<file path="src/rtl/systolic_ctrl_pkg.sv">
// systolic_ctrl_pkg: shared array sizes, reduction limits and sequencer state encoding
package systolic_ctrl_pkg;
  localparam int MATRIX_A_ROW = 3;
  localparam int MATRIX_B_COL = 4;
  localparam int DATA_WIDTH = 8;
  localparam int K_MAX = 256;
  localparam int PE_LATENCY = 1;
  typedef enum logic [2:0] {IDLE, CLEAR, FEED, DRAIN, DONE} ctrl_state_e;
endpackage

</file>
<file path="src/rtl/skew_delay_line.sv">
// skew_delay_line: valid/data shift line of DEPTH stages (stage 0 is the caller's register), shifts on en_i
module skew_delay_line #(
  parameter int DEPTH = 1,
  parameter int DW = 8
) (
  input  logic          clk_i,
  input  logic          rst_i,
  input  logic          en_i,
  input  logic          valid_i,
  input  logic [DW-1:0] data_i,
  output logic          valid_o,
  output logic [DW-1:0] data_o
);
  if (DEPTH < 2) begin : g_pass
    logic unused_ok;
    assign unused_ok = ^{clk_i, rst_i, en_i};
    assign valid_o = valid_i;
    assign data_o = data_i;
  end else begin : g_regs
    logic [DEPTH-2:0] vld;
    logic [DEPTH-2:0][DW-1:0] dat;
    always_ff @(posedge clk_i) begin
      if (rst_i) begin
        vld <= '0;
        dat <= '0;
      end else if (en_i) begin
        vld <= (DEPTH-1)'({vld, valid_i});
        dat <= ((DEPTH-1)*DW)'({dat, data_i});
      end
    end
    assign valid_o = vld[DEPTH-2];
    assign data_o = dat[DEPTH-2];
  end
endmodule

</file>
<file path="src/rtl/systolic_ctrl.sv">
// systolic_ctrl: start/k_len in, A/B buffer reads out, skewed west/north valid/data lanes under ready, acc_clear/busy/done
module systolic_ctrl #(
  parameter int ROWS = systolic_ctrl_pkg::MATRIX_A_ROW,
  parameter int COLS = systolic_ctrl_pkg::MATRIX_B_COL,
  parameter int DW = systolic_ctrl_pkg::DATA_WIDTH,
  parameter int K_MAX = systolic_ctrl_pkg::K_MAX,
  parameter int PE_LATENCY = systolic_ctrl_pkg::PE_LATENCY,
  localparam int KW = $clog2(K_MAX + 1),
  localparam int AW = $clog2(K_MAX)
) (
  input  logic                 clk_i,
  input  logic                 rst_i,
  input  logic                 start_i,
  input  logic [KW-1:0]        k_len_i,
  output logic                 busy_o,
  output logic                 done_o,
  output logic                 acc_clear_o,
  output logic                 a_rd_en_o,
  output logic [AW-1:0]        a_rd_addr_o,
  input  logic [ROWS*DW-1:0]   a_rd_data_i,
  output logic                 b_rd_en_o,
  output logic [AW-1:0]        b_rd_addr_o,
  input  logic [COLS*DW-1:0]   b_rd_data_i,
  output logic [ROWS-1:0]      west_valid_o,
  input  logic [ROWS-1:0]      west_ready_i,
  output logic [ROWS*DW-1:0]   west_data_o,
  output logic [COLS-1:0]      north_valid_o,
  input  logic [COLS-1:0]      north_ready_i,
  output logic [COLS*DW-1:0]   north_data_o
);
  import systolic_ctrl_pkg::*;
  localparam int M = ROWS > COLS ? ROWS : COLS;
  localparam int DRAIN_CYC = (ROWS < COLS ? ROWS : COLS) - 1 + PE_LATENCY;
  localparam int CW = KW + 1;
  ctrl_state_e state, state_n;
  logic [KW-1:0] k_len;
  logic [CW-1:0] cnt;
  logic rd_vld, adv, rd_en, feed_last, drain_last;
  logic [ROWS-1:0] w_vld;
  logic [COLS-1:0] n_vld;
  logic [ROWS-1:0][DW-1:0] w_dat;
  logic [COLS-1:0][DW-1:0] n_dat;
  // FEED runs one beat longer than the output window: beat 0 only issues the first read
  always_comb begin
    adv = ~|(w_vld & ~west_ready_i) & ~|(n_vld & ~north_ready_i);
    rd_en = state == FEED && adv && cnt < {1'b0, k_len};
    feed_last = cnt == {1'b0, k_len} + CW'(M - 1);
    drain_last = cnt == CW'(DRAIN_CYC - 1);
    state_n = state == IDLE ? (start_i ? CLEAR : IDLE)
            : state == CLEAR ? (k_len == '0 ? DONE : FEED)
            : state == FEED ? (adv && feed_last ? DRAIN : FEED)
            : state == DRAIN ? (drain_last ? DONE : DRAIN)
            : IDLE;
  end
  always_ff @(posedge clk_i) begin
    if (rst_i) begin
      state <= IDLE;
      k_len <= '0;
      cnt <= '0;
      rd_vld <= 1'b0;
    end else begin
      state <= state_n;
      if (state == IDLE && start_i) k_len <= k_len_i;
      cnt <= state != state_n ? '0 : (state == FEED && adv) || state == DRAIN ? cnt + CW'(1) : cnt;
      if (adv) rd_vld <= rd_en;
    end
  end
  assign busy_o = state != IDLE;
  assign done_o = state == DONE;
  assign acc_clear_o = state == CLEAR;
  assign a_rd_en_o = rd_en;
  assign b_rd_en_o = rd_en;
  assign a_rd_addr_o = cnt[AW-1:0];
  assign b_rd_addr_o = cnt[AW-1:0];
  assign west_valid_o = w_vld;
  assign north_valid_o = n_vld;
  // The buffer's held output register plus rd_vld form stage 0 of every lane
  for (genvar r = 0; r < ROWS; r++) begin : g_west
    skew_delay_line #(.DEPTH(r + 1), .DW(DW)) u_line (
      .clk_i, .rst_i, .en_i(adv), .valid_i(rd_vld), .data_i(a_rd_data_i[r*DW +: DW]),
      .valid_o(w_vld[r]), .data_o(w_dat[r])
    );
    assign west_data_o[r*DW +: DW] = w_vld[r] ? w_dat[r] : '0;
  end
  for (genvar c = 0; c < COLS; c++) begin : g_north
    skew_delay_line #(.DEPTH(c + 1), .DW(DW)) u_line (
      .clk_i, .rst_i, .en_i(adv), .valid_i(rd_vld), .data_i(b_rd_data_i[c*DW +: DW]),
      .valid_o(n_vld[c]), .data_o(n_dat[c])
    );
    assign north_data_o[c*DW +: DW] = n_vld[c] ? n_dat[c] : '0;
  end
endmodule

</file>
<file path="config.mk">
export PLATFORM = sky130hd
export DESIGN_NAME = systolic_ctrl
export DESIGN_NICKNAME = d
export VERILOG_FILES = /design/src/rtl/systolic_ctrl_pkg.sv /design/src/rtl/skew_delay_line.sv /design/src/rtl/systolic_ctrl.sv
export SDC_FILE = /design/constraint.sdc
export NUM_CORES = 1
export LEC_CHECK = 0
export BUFFER_PORTS_ARGS = -buffer_cell sky130_fd_sc_hd__buf_2
export CAP_MARGIN = 30
export CORE_UTILIZATION = 51
export CTS_BUF_LIST = sky130_fd_sc_hd__clkbuf_16
export DETAILED_ROUTE_END_ITERATION = 8
export PLACE_DENSITY = 0.89
export SLEW_MARGIN = 0
export SYNTH_ARGS = -nofsm -noshare
export SYNTH_HDL_FRONTEND = slang
export SYNTH_SLANG_ARGS = --single-unit
</file>
<file path="constraint.sdc">
create_clock -name clk_i -period 2.7 [get_ports clk_i]
set_input_delay 0.405 -clock clk_i [delete_from_list [all_inputs] [get_ports clk_i]]
set_output_delay 0.405 -clock clk_i [all_outputs]
set_load 0.005 [all_outputs]
</file>
Word level (Yosys, flattened, before mapping):

Index checks and enable logic that the tools add are counted.

* add/subtract/negate cells: 2
* multiply operators: 0
* divide/modulo/power cells: 0
* order comparisons: 1
* eq/ne operators: 7
* shift-type cells: 0
* muxes and demuxes: 15
* bitwise logic cells: 5
* reductions and logical operators: 13

Operators by type and width (number)
* $mux W8: 7
* $mux W3: 6
* $add A10 B1 Y10 const B: 1
* $add A9 B2 Y10 const B: 1
* $eq A10 B10 Y1: 1
* $eq A10 B2 Y1 const B: 1
* $lt A10 B9 Y1: 1
* $logic_not A9 Y1: 1
* $eq A3 B2 Y1 const B: 2
* $and A4 B4 Y4: 1
* $logic_and A1 B1 Y1: 4
* $not A4 Y4: 1
* $reduce_or A4 Y1: 1
* $and A3 B3 Y3: 1
* $eq A3 B1 Y1 const B: 1
* $eq A3 B3 Y1 const B: 1
* $logic_not A3 Y1: 1
* $ne A3 B3 Y1: 1
* $not A3 Y3: 1
* $reduce_bool A3 Y1: 1
* $reduce_or A3 Y1: 1
* $logic_not A1 Y1: 2
* $mux W1: 2
* $reduce_or A2 Y1: 1
* other kinds (2): 2

* register bits: 103
* bits in latches: 0
* memory bits (writable): 0
* ROM bits: 0
* bits of input ports: 75
* output and inout bits: 84
* word-level logic and storage cells: 60
* memories kept: 0

Depth between registers and ports, before layout:

* word-level depth: 12
* gate-level depth with buffers: 9
* depth with buffers taken out: 8

Hierarchy:

A second synthesis with hierarchy kept.

* cell total of the unflattened synthesis: 592
* area, all modules: 5355.1 µm²

Modules (own cells, without submodules)
* systolic_ctrl: instances 1, cells each 289, area each 2124.5 µm², seq. area each 460.4 µm²
* skew_delay_line at g_north[2].u_line ...: instances 2, cells each 66, area each 709.4 µm², seq. area each 360.3 µm²
* skew_delay_line at g_north[3].u_line: instances 1, cells each 95, area each 1038.5 µm², seq. area each 540.5 µm²
* skew_delay_line at g_north[1].u_line ...: instances 2, cells each 29, area each 319.1 µm², seq. area each 180.2 µm²
* skew_delay_line at g_north[0].u_line ...: instances 2, cells each 9, area each 67.6 µm², seq. area each 0.0 µm²

Worst setup path before layout:

Ideal clock, no wire load.

* path kind: register to register
* start: register k_len[0]
* end: register cnt[1]
* library setup time: 0.086 ns
* arrival time: 1.937 ns
* required time: 2.614 ns
* slack: 0.678 ns
* stages on the path, launching flop included: 9
* path buffers: 0
* clock period less this slack: 2.022 ns
* cell sequence: dfxtp_1 -> inv_1 -> ha_1 -> nand2b_1 -> o21a_1 -> or3_1 -> a31oi_1 -> o31ai_4 -> a211oi_1

* word-level cells in the longest chain between the ends: 9
* elaborated cells between the ends (all ways): 11
* those cells by class: 1 x add/sub; 2 x eq/ne; 5 x mux; 3 x reduce/logical

RTL lines
* start, declared: line systolic_ctrl.sv:36 `logic [KW-1:0] k_len;`
* start signal, assigned: line systolic_ctrl.sv:63 `if (state == IDLE && start_i) k_len <= k_len_i;`
* $add A9 B2 Y10: line systolic_ctrl.sv:47 `feed_last = cnt == {1'b0, k_len} + CW'(M - 1);`
* $eq A10 B10 Y1: line systolic_ctrl.sv:47
* $logic_and A1 B1 Y1: line systolic_ctrl.sv:51 `: state == FEED ? (adv && feed_last ? DRAIN : FEED)`
* $mux W1: line systolic_ctrl.sv:51
* $mux W3: line systolic_ctrl.sv:51
* $mux W3 *: line systolic_ctrl.sv:50 `: state == CLEAR ? (k_len == '0 ? DONE : FEED)`
* $mux W3 *: line systolic_ctrl.sv:49 `state_n = state == IDLE ? (start_i ? CLEAR : IDLE)`
* $ne A3 B3 Y1 *: line systolic_ctrl.sv:64 `cnt <= state != state_n ? '0 : (state == FEED && adv) || state == DRAIN ? cnt + CW'(1) : cnt;`
* $reduce_or A2 Y1 (no source line) *
* end signal, assigned: line systolic_ctrl.sv:64
* end, declared: line systolic_ctrl.sv:37 `logic [CW-1:0] cnt;`

Mark *: on every way between the ends. The rest lies on a longest branch, timed or not.
A chain may end at the register's enable or synchronous reset.

Final worst setup path:

* start: register k_len[1]
* end: output port b_rd_en_o

* word-level cells in the longest chain between the ends: 2

RTL lines
* $lt A10 B9 Y1: line systolic_ctrl.sv:46 `rd_en = state == FEED && adv && cnt < {1'b0, k_len};`
* $logic_and A1 B1 Y1: line systolic_ctrl.sv:46
* end, declared: line systolic_ctrl.sv:21 `output logic b_rd_en_o,`

Every way passes these cells.

==> results_dict.tcl <==
set metrics [dict create \
    netlist_instances 611 \
    grt_util_all_layers_pct 23.0 \
    overflow 0 \
    max_cap_violations 0 \
    antenna_cells 0 \
    seq_area_sq_um 1960 \
    final.setup.tns_ns 0 \
    path_clk_slew_ns 0.07 \
    synthSimpleGateAreaFrac_pct 28.6 \
    area_delta_synth_final_pct 20.3 \
    setup_violations 0 \
    ant_nets 0 \
    dpl_cell_area_sq_um 5340 \
    path_class "flop to primary output" \
    synth_cell_types 43 \
    postLayoutCoreUtil_pct 64.2 \
    synth_largest_area_cell "dfxtp_1" \
    design.die.area_sq_um 9600 \
    cts_sinks 98 \
    detail_route.wl_per_cell_um 13.2 \
    grt_max_degree 75 \
    slew_viol_final 0 \
    syn_nets 698 \
    fin_area_sq_um 5660 \
    relSlewSlack_pct 51.0 \
    final_cell_mix "nand2_1 (173), buf_2 (158), dfxtp_1 (96)" \
    synth.top_cells.by_area "dfxtp_1 (42%), nand2_1 (14%), a21oi_1 (9.2%), and2_1 (7.9%), buf_4 (4.2%)" \
    cts_max_level 3 \
    synth_top_family_by_area "simple AND/OR/NAND/NOR gates" \
    die_width_um 98.0 \
    crit_family "compound AO/OA/AOI/OAI gates" \
    wl_mm 11.1 \
    die_h_um 98.0 \
    critPathMaxStageDelay_ns 0.39 \
    drt_iter0_drc 185 \
    cp.arrival_ns 2.11 \
    num_io_pins 159 \
    cp-end-kind "primary output" \
    violations "design-rule violations" \
    ys_seq_elements 98 \
    insertion_delay_ns 0.33 \
    post-place-ws_ns 0.346 \
    synthMuxAreaShare_pct 0 \
    syn_area_per_cell_sq_um 7.69 \
    critPathMaxFanout 5 \
    initial_core_util_pct 53.4 \
    cp_slowest_cell "dfxtp_1" \
    setup_ws_ns 0.186 \
    grt_antenna_before_repair 1 \
    fillers 772 \
    powerDensity_nw_per_um2 590 \
    synth-compound-area-share_pct 14.9 \
    period_minus_slack_ns 2.51 \
    multi_input_area_sq_um 2350 \
    fin_cells 836 \
    drcViolationCount 17 \
    fin_skew_ns 0.00835 \
    final_common_cell "nand2_1" \
    synth_edf_count 0 \
    post_cts_buffers 0 \
    numCtsBuffers 9 \
    via_per_inst 5.21 \
    clockBufferDepth 2 \
    peakVddDrop_mv 0.442 \
    placeableCoreArea_sq_um 8810 \
    num-nets-final 810 \
    synth.top_cell.area_share_pct 41.7 \
    grt_pass1_vias 4184 \
    max_freq_mhz 398 \
    synthAdderAreaFrac_pct 3.19 \
    synth_xor_area_share_pct 3.17 \
    path_cells "inv_1 > ha_1 > nor2b_1 > o21a_1 > o21a_1 > o21ai_0 > nand3_1 > inv_1 > buf_2" \
    fin_crit_sh_pct 93.1 \
    outcome "finished, violations left" \
    via_count 4355 \
    p_leak_nw 2.66 \
    clock-root-buffer "clkbuf_16" \
    rsz0062_at_grt "false" \
    synth-seq-area-share_pct 41.7 \
    hold_viol 0 \
    critPathBufInv 3 \
    whs_ns 0.303 \
    gp_congestion 0.898 \
    grt_pass1_wl_mm 18.3 \
    async_flop_share_pct 0 \
    start_kind "flop" \
    power_mw 3.34 \
    worst_slew_pin_slew_ns 0.735 \
    cp.required_ns 2.30 \
    tritoncts "yes" \
    io_buffer_count 158 \
    drive_gt1_share_pct 25.8 \
    dr.pass1.iters 7 \
    core.rowCount 34 \
    netlist_area_sq_um 4700 \
    dp_hpwl_mm 7.81 \
    synthFlopType "dfxtp_1" \
    dpl.cell_count 820 \
    hold_path_class "primary input to flop" \
    ys_warn_count 0 \
]
## worst min-delay path: cells and delay by family
family                 cells  cell delay [ns]
AND/OR/NAND/NOR            1             0.04
AO/OA/AOI/OAI              1             0.05
buffers and inverters      1             0.09
## metal layers
metal | GRT usage, % | vias up | routed length [um]
li1 | - | 2201 | -
met1 | 26.3 | 1999 | 4580
met2 | 42.6 | 136 | 5700
met3 | 4.51 | 17 | 651
met4 | 7.93 | 2 | 125
met5 | 0 | - | 13
## logic make-up after synthesis
logic type / count (synthesis)
buffers and inverters: 75
DFF: 98
and+or+nand+nor: 292
AOI/OAI and AO/OA: 117
xor gates and xnor gates: 17
adders and majority gates: 12
## layout make-up
class                           count  area share [%]
Multi-Input combinational cell    438            41.6
Tap cell                          108            2.39
Clock buffer                        9            3.98
Timing Repair Buffer              163            14.9
Inverter                           13           0.863
Sequential cell                    98            34.7
Clock inverter                      7            1.55
## worst paths after layout
kind	from	end	slack [ns]	cells after the start
worst max-delay path	k_len[1]	b_rd_en_o	0.19	9
worst min-delay path	a_rd_data_i[15]	g_west[1].u_line.data_o[7]	0.30	3
worst max register to register	k_len[0]	cnt[1]	0.30	8
worst min register to register	g_north[3].u_line.g_regs.dat[12]	g_north[3].u_line.data_o[4]	0.45	2
## sequential cells by signal, indices dropped and copies added, names as in the netlist
name,cells
rd_vld,1
g_west.u_line.g_regs.dat,8
g_north.u_line.g_regs.vld,2
state,3
g_north.u_line.data_o,24
k_len,9
g_north.u_line.g_regs.dat,24
cnt,10
g_west.u_line.g_regs.vld,1
g_west.u_line.data_o,16
## report_power, final
part	internal, mW	switching [mW]	leakage, nW	total, mW
registers	1.54	0.0702	0.808	1.61
logic	0.177	0.236	1.70	0.413
clock network	0.738	0.580	0.153	1.32
total	2.45	0.886	2.66	3.34
## cells in the mapped netlist, types with 3 or more instances
master,instances
nand2_1,173
dfxtp_1,98
a21oi_1,86
and2_1,59
buf_4,26
clkbuf_1,26
nor2_1,17
inv_1,13
ha_1,12
xor2_1,10
buf_2,9
nand3_1,8
xnor2_1,7
nand4_1,6
nor2b_1,6
nor3_1,6
o21ai_0,6
nor4_1,5
o21a_1,4
or3_1,4
a211oi_1,3
## repair_timing
item | 4_1_cts | 5_1_grt
endpoints found under the setup margin | 0 | 2
gates resized for setup | 0 | 2
hold buffers | 0 | 0
No activity file was read; power rests on OpenSTA's default activity.
